## src/rtl/alu_pkg.sv

```systemverilog
// Shared ALU definitions: operand width, opcodes and response-stage states.
package alu_pkg;

  localparam int unsigned ALU_W = 4;
  localparam int unsigned OP_W  = 3;

  localparam logic [OP_W-1:0] OP_ADD = 3'b000;
  localparam logic [OP_W-1:0] OP_SUB = 3'b001;
  localparam logic [OP_W-1:0] OP_NOT = 3'b010;
  localparam logic [OP_W-1:0] OP_AND = 3'b011;
  localparam logic [OP_W-1:0] OP_OR  = 3'b100;
  localparam logic [OP_W-1:0] OP_XOR = 3'b101;
  localparam logic [OP_W-1:0] OP_LT  = 3'b110;
  localparam logic [OP_W-1:0] OP_EQ  = 3'b111;

  typedef enum logic {
    RSP_EMPTY = 1'b0,
    RSP_FULL  = 1'b1
  } rsp_state_e;

  typedef struct packed {
    logic             id;
    logic [ALU_W-1:0] data;
  } rsp_payload_t;

endpackage

```

## src/rtl/alu4.sv

```systemverilog
// Combinational 4-bit ALU with zero and signed-overflow flags.
module alu4
  import alu_pkg::*;
(
  input  logic [ALU_W-1:0] a,
  input  logic [ALU_W-1:0] b,
  input  logic [OP_W-1:0]  op,
  output logic [ALU_W-1:0] result,
  output logic             zero,
  output logic             ovf
);

  logic [ALU_W-1:0] sum;
  logic [ALU_W-1:0] diff;

  assign sum  = a + b;
  assign diff = a + (~b) + ALU_W'(1);

  always_comb begin
    result = '0;
    ovf    = 1'b0;
    case (op)
      OP_ADD: begin
        result = sum;
        ovf    = (a[ALU_W-1] == b[ALU_W-1]) && (sum[ALU_W-1] != a[ALU_W-1]);
      end
      OP_SUB: begin
        result = diff;
        ovf    = (a[ALU_W-1] != b[ALU_W-1]) && (diff[ALU_W-1] != a[ALU_W-1]);
      end
      OP_NOT: result = ~a;
      OP_AND: result = a & b;
      OP_OR:  result = a | b;
      OP_XOR: result = a ^ b;
      // Raw sign of the difference, deliberately without overflow correction
      OP_LT:  result = {{(ALU_W-1){1'b0}}, diff[ALU_W-1]};
      OP_EQ:  result = {{(ALU_W-1){1'b0}}, (diff == '0)};
      default: result = '0;
    endcase
  end

  assign zero = (result == '0);

endmodule

```

## src/rtl/alu_arbiter.sv

```systemverilog
// Two-requester round-robin front end for a shared alu4 with a single-entry
// response register. Define ALU_ARB_FLAGS_EN to expose rsp_zero/rsp_ovf.
module alu_arbiter
  import alu_pkg::*;
(
  input  logic             clk,
  input  logic             rst_n,
  input  logic             req0_valid,
  output logic             req0_ready,
  input  logic [OP_W-1:0]  req0_op,
  input  logic [ALU_W-1:0] req0_a,
  input  logic [ALU_W-1:0] req0_b,
  input  logic             req1_valid,
  output logic             req1_ready,
  input  logic [OP_W-1:0]  req1_op,
  input  logic [ALU_W-1:0] req1_a,
  input  logic [ALU_W-1:0] req1_b,
  output logic             rsp_valid,
  input  logic             rsp_ready,
  output logic             rsp_id,
  output logic [ALU_W-1:0] rsp_data
`ifdef ALU_ARB_FLAGS_EN
  ,
  output logic             rsp_zero,
  output logic             rsp_ovf
`endif
);

  rsp_state_e   state_q, state_d;
  rsp_payload_t rsp_q, rsp_d;
  logic         prio_q, prio_d;

  logic             grant0, grant1;
  logic             stage_free;
  logic             accept;
  logic [OP_W-1:0]  alu_op;
  logic [ALU_W-1:0] alu_a, alu_b, alu_result;
  logic             alu_zero, alu_ovf;

  // Grant depends only on valids and the pointer, never on payload
  assign grant0     = req0_valid && (!req1_valid || !prio_q);
  assign grant1     = req1_valid && (!req0_valid ||  prio_q);
  assign stage_free = (state_q == RSP_EMPTY) || rsp_ready;
  assign req0_ready = grant0 && stage_free && rst_n;
  assign req1_ready = grant1 && stage_free && rst_n;
  assign accept     = req0_ready || req1_ready;

  assign alu_op = grant1 ? req1_op : req0_op;
  assign alu_a  = grant1 ? req1_a  : req0_a;
  assign alu_b  = grant1 ? req1_b  : req0_b;

  alu4 u_alu4 (
    .a      (alu_a),
    .b      (alu_b),
    .op     (alu_op),
    .result (alu_result),
    .zero   (alu_zero),
    .ovf    (alu_ovf)
  );

  always_comb begin
    state_d = state_q;
    rsp_d   = rsp_q;
    prio_d  = prio_q;
    if (accept) begin
      state_d    = RSP_FULL;
      rsp_d.id   = grant1;
      rsp_d.data = alu_result;
      prio_d     = ~grant1;
    end else if ((state_q == RSP_FULL) && rsp_ready) begin
      state_d = RSP_EMPTY;
    end
  end

  always_ff @(posedge clk or negedge rst_n) begin
    if (!rst_n) begin
      state_q <= RSP_EMPTY;
      rsp_q   <= '0;
      prio_q  <= 1'b0;
    end else begin
      state_q <= state_d;
      rsp_q   <= rsp_d;
      prio_q  <= prio_d;
    end
  end

  assign rsp_valid = (state_q == RSP_FULL);
  assign rsp_id    = rsp_q.id;
  assign rsp_data  = rsp_q.data;

`ifdef ALU_ARB_FLAGS_EN
  logic zero_q, zero_d;
  logic ovf_q, ovf_d;

  always_comb begin
    zero_d = zero_q;
    ovf_d  = ovf_q;
    if (accept) begin
      zero_d = alu_zero;
      ovf_d  = alu_ovf;
    end
  end

  always_ff @(posedge clk or negedge rst_n) begin
    if (!rst_n) begin
      zero_q <= 1'b0;
      ovf_q  <= 1'b0;
    end else begin
      zero_q <= zero_d;
      ovf_q  <= ovf_d;
    end
  end

  assign rsp_zero = zero_q;
  assign rsp_ovf  = ovf_q;
`else
  logic unused_flags;
  assign unused_flags = alu_zero ^ alu_ovf;
`endif

endmodule
```

## config.mk

```make
export PLATFORM = sky130hd
export DESIGN_NAME = alu_arbiter
export DESIGN_NICKNAME = d
export VERILOG_FILES = /design/src/rtl/alu_pkg.sv /design/src/rtl/alu4.sv /design/src/rtl/alu_arbiter.sv
export SDC_FILE = /design/constraint.sdc
export NUM_CORES = 1
export LEC_CHECK = 0
export ABC_CLOCK_PERIOD_IN_PS = 5800
export BUFFER_PORTS_ARGS = -buffer_cell sky130_fd_sc_hd__buf_2
export CAP_MARGIN = 20
export CORE_MARGIN = 2
export CORE_UTILIZATION = 44
export DETAILED_ROUTE_END_ITERATION = 6
export HOLD_SLACK_MARGIN = 0.05
export PLACE_DENSITY = 0.77
export SLEW_MARGIN = 40
export SYNTH_ARGS = -nofsm -noshare
export SYNTH_HDL_FRONTEND = slang
export SYNTH_SLANG_ARGS = --single-unit
```

## constraint.sdc

```tcl
create_clock -name clk -period 5.8 [get_ports clk]
set_input_delay 1.16 -clock clk [delete_from_list [all_inputs] [get_ports clk]]
set_output_delay 1.16 -clock clk [all_outputs]
set_load 0.005 [all_outputs]
```

==> metrics.md <==
| Metric | Value |
|---|---|
| Setup bufs post-CTS | 0 |
| IO Count | 35 |
| Number of flops mapped to enable cells by yosys | 0 |
| Hold WS | 520 ps |
| Residual DRC count | 0 |
| CTS tree | yes |
| Antenna Nets Post-Route | 0 |
| Cell row count | 18 |
| Final hold vios | 0 |
| Post-synthesis sequential area ratio | 0.156 |
| Die Y-Extent | 54.5 microns |
| Syn_area_per_cell | between 8 and 9 sq um |
| Reg-to-Reg End | rsp_data[1]$_DFFE_PN0P_ |
| Async S/R FF share, synth | 1.00 |
| Tcrit/Tclk final | 0.582 |
| Combinational power share | 0.581 |
| Placed Area | 0.00129 sq mm |
| Die width | approximately 55 microns |
| FMAX | 296 MHz |
| Mapped Nets | between 150 and 200 |
| Slew Limit Fails | 0 |
| R2r startpoint | prio_q$_DFFE_PN0P_ |
| Top FF cell, synth | dfrtp_1 |
| Fin area | 0.00132 sq mm |
| Clock root cell | clkbuf_4 |
| Clk pwr share | 0.163 |
| Vias in the first global route | 1006 |
| Most frequent cells in the layout | 34 x buf_2, 12 x inv_1, 12 x a21oi_1, 11 x ha_1, 10 x nor2_1 |
| Reg2Reg Depth | 9 |
| Post-synth top area share | 0.156 |
| Peak supply drop | 0.000120 V |
| DP Wirelength | ~2200 microns |
| Post-Syn Area | 0.00112 sq mm |
| Worst hold path class | reg2reg |
| Share of cells above drive strength 1 | 0.340 |
| Gpl congestion | between 0.9 and 1 |
| Initial drt markers | 31 |
| Switching fraction of total power | 0.403 |
| Port bufs | 34 |
| Synth-to-Final Area Change | 17.7% |
| Antenna Cells | 0 |
| Sw Pwr | 0.110 mW |
| Area leader, netlist | dfrtp_1 |
| Power per Cell Area | 206 mW/mm^2 |
| Post-Synthesis Cells | roughly 130 |
| Cell Int Power | 0.163 mW |
| Critical Path RT | just under 6000 ps |
| Clock skew | approximately 3.6 ps |
| GRT overflow | 0 |
| P_leak | 0.631 nW |
| Bufs on Longest Clock Path | 2 |
| Core Area | 0.00245 sq mm |
| WP data arrival | roughly 3500 ps |
| Setup Crit Path Kind | in2reg |
| Post-CTS resize count | 0 |
| Distinct cells, synth | 46 |
| Slew margin rel. | 0.652 |
| Clock transition at path regs | 50 ps |
| Final min period | 3370 ps |
| Nature of the critical path startpoint | input port |
| Critical Path End | rsp_data[1]$_DFFE_PN0P_ |
| Worst-skew pair later-pin latency | 250 ps |
| DR WL/cell | 14.0 microns |
| Max Cap Viol | 0 |
| Routed Wire Length | 2690 microns |
| Setup crit end kind | flop |
| Total GRT Usage | 0.196 |
| RSZ-0062 raised after global routing | false |
| Status | completed |
| Hold Startpoint | rsp_valid$_DFFE_PN0P_ |
| Setup slack, reg-to-reg | between 2000 and 3000 ps |
| Largest net degree at the start of global routing | 31 |
| Ranking of synthesized cells by area | dfrtp_1 16%, ha_1 12%, mux2_2 8.0%, a21oi_1 5.4%, inv_1 4.0% |
| Yosys warning total | 0 |
| Flop pwr share | 0.256 |
| Starting Density | 0.457 |
| Commonest non-fill, non-tap cell in the layout | buf_2 |
| Critical Path Start | req0_valid |
| Hold-fix buffers, CTS | 0 |
| CTS Sinks | 7 |
| Initial antenna violation count | 0 |
| Final nets | 203 |
| Final setup vio count | 0 |
| Die area | 0.00297 sq mm |
| TritonRoute pass-1 iters | 4 |
| Critical path peak fanout | 30 |
| Vias/cell | about 5.6 |
| H-tree depth | 1 |
| Vias | 1082 |
| Flops & latches, synth | 7 |
| Worst-margin pin slew | 518 ps |
| Setup TNS | 0 ps |
| First-pass GRT wire length | 4250 microns |
| CTS Buf Count | 3 |
## worst max-delay path, stage by stage
cell and delay, ps:
buf_2 150, nand2b_4 80, nand2_4 320, mux2_2 420, ha_1 220, fa_1 500
inv_1 50, a221oi_2 230, a21oi_1 120, o221a_1 230
## kinds of logic after synthesis
group / count (synthesis) / synth area share
AO/OA/AOI/OAI: 35 / 0.214
AND/OR/NAND/NOR: 36 / 0.182
buffers and inverters: 16 / 0.0713
flip-flops: 7 / 0.156
adder cells (fa/ha/maj): 13 / 0.158
multiplexers: 17 / 0.187
XOR/XNOR: 4 / 0.0312
## cell type report
type / instances / area, sq um
repair buffers: 34 / 170
clock buffers: 4 / 26.3
flip-flops and latches: 7 / 175
inverters: 12 / 45.0
fillers: 223 / 1130
well taps: 30 / 37.5
multi-input cells: 105 / 867
## layer usage
| metal | vias up | global-route usage | routed length [microns] |
|---|---|---|---|
| met1 | 502 | 0.232 | 1140 |
| li1 | 530 | - | - |
| met2 | 46 | 0.361 | 1360 |
| met5 | - | 0 | 0 |
| met4 | 0 | 0.0583 | 21 |
| met3 | 4 | 0.0301 | 166 |
## synth_stat cells (all sizes together) (2+ instances only)
cell,number
inv,12
dfrtp,7
fa,2
nand3b,3
xor2,2
xnor2,2
buf,3
o21ai,5
a211oi,3
nor2,10
o221a,2
mux2,10
nand2b,6
ha,11
o211ai,3
a21oi,13
mux2i,7
nand3,2
nand2,7
## registers in the layout (all words and copies together), names as in the netlist
register   count
rsp_data       4
prio_q         1
rsp_id         1
rsp_valid      1
## per-stage QoR
stage / std cells / utilization / power, mW / worst slack [ps]
finish: 192 / 0.538 / 0.272 / 2430
global route: 192 / 0.538 / 0.298 / 2280
CTS: 192 / 0.538 / 0.274 / 2450
detailed placement: 188 / 0.528 / 0.228 / 2180
global placement: 188 / 0.528 / 0.222 / 2270
floorplan: 128 / - / 0.184 / 2380
## power groups by stage
| stage | Clock, mW | Combinational (mW) | Sequential (mW) |
|---|---|---|---|
| after detailed placement | 0 | 0.158 | 0.0702 |
| after global routing | 0.0512 | 0.176 | 0.0709 |
| after global placement | 0 | 0.153 | 0.0697 |
| final | 0.0445 | 0.158 | 0.0698 |
| after CTS | 0.0462 | 0.158 | 0.0696 |
| after floorplan | 0 | 0.113 | 0.0703 |
## how the worst min path moves through the flow
| stage | end | slack (ps) | depth (start not counted) |
|---|---|---|---|
| 2_1_floorplan | prio_q$_DFFE_PN0P_ | 480 | 1 |
| 3_3_place_gp | rsp_data[0]$_DFFE_PN0P_ | 500 | 2 |
| 3_5_place_dp | rsp_id$_DFFE_PN0P_ | 510 | 2 |
| 4_1_cts | rsp_id$_DFFE_PN0P_ | 520 | 2 |
| 5_1_grt | prio_q$_DFFE_PN0P_ | 560 | 1 |
| 6_report | rsp_valid$_DFFE_PN0P_ | 520 | 2 |
Note: power is estimated with default switching activity, not from simulation.
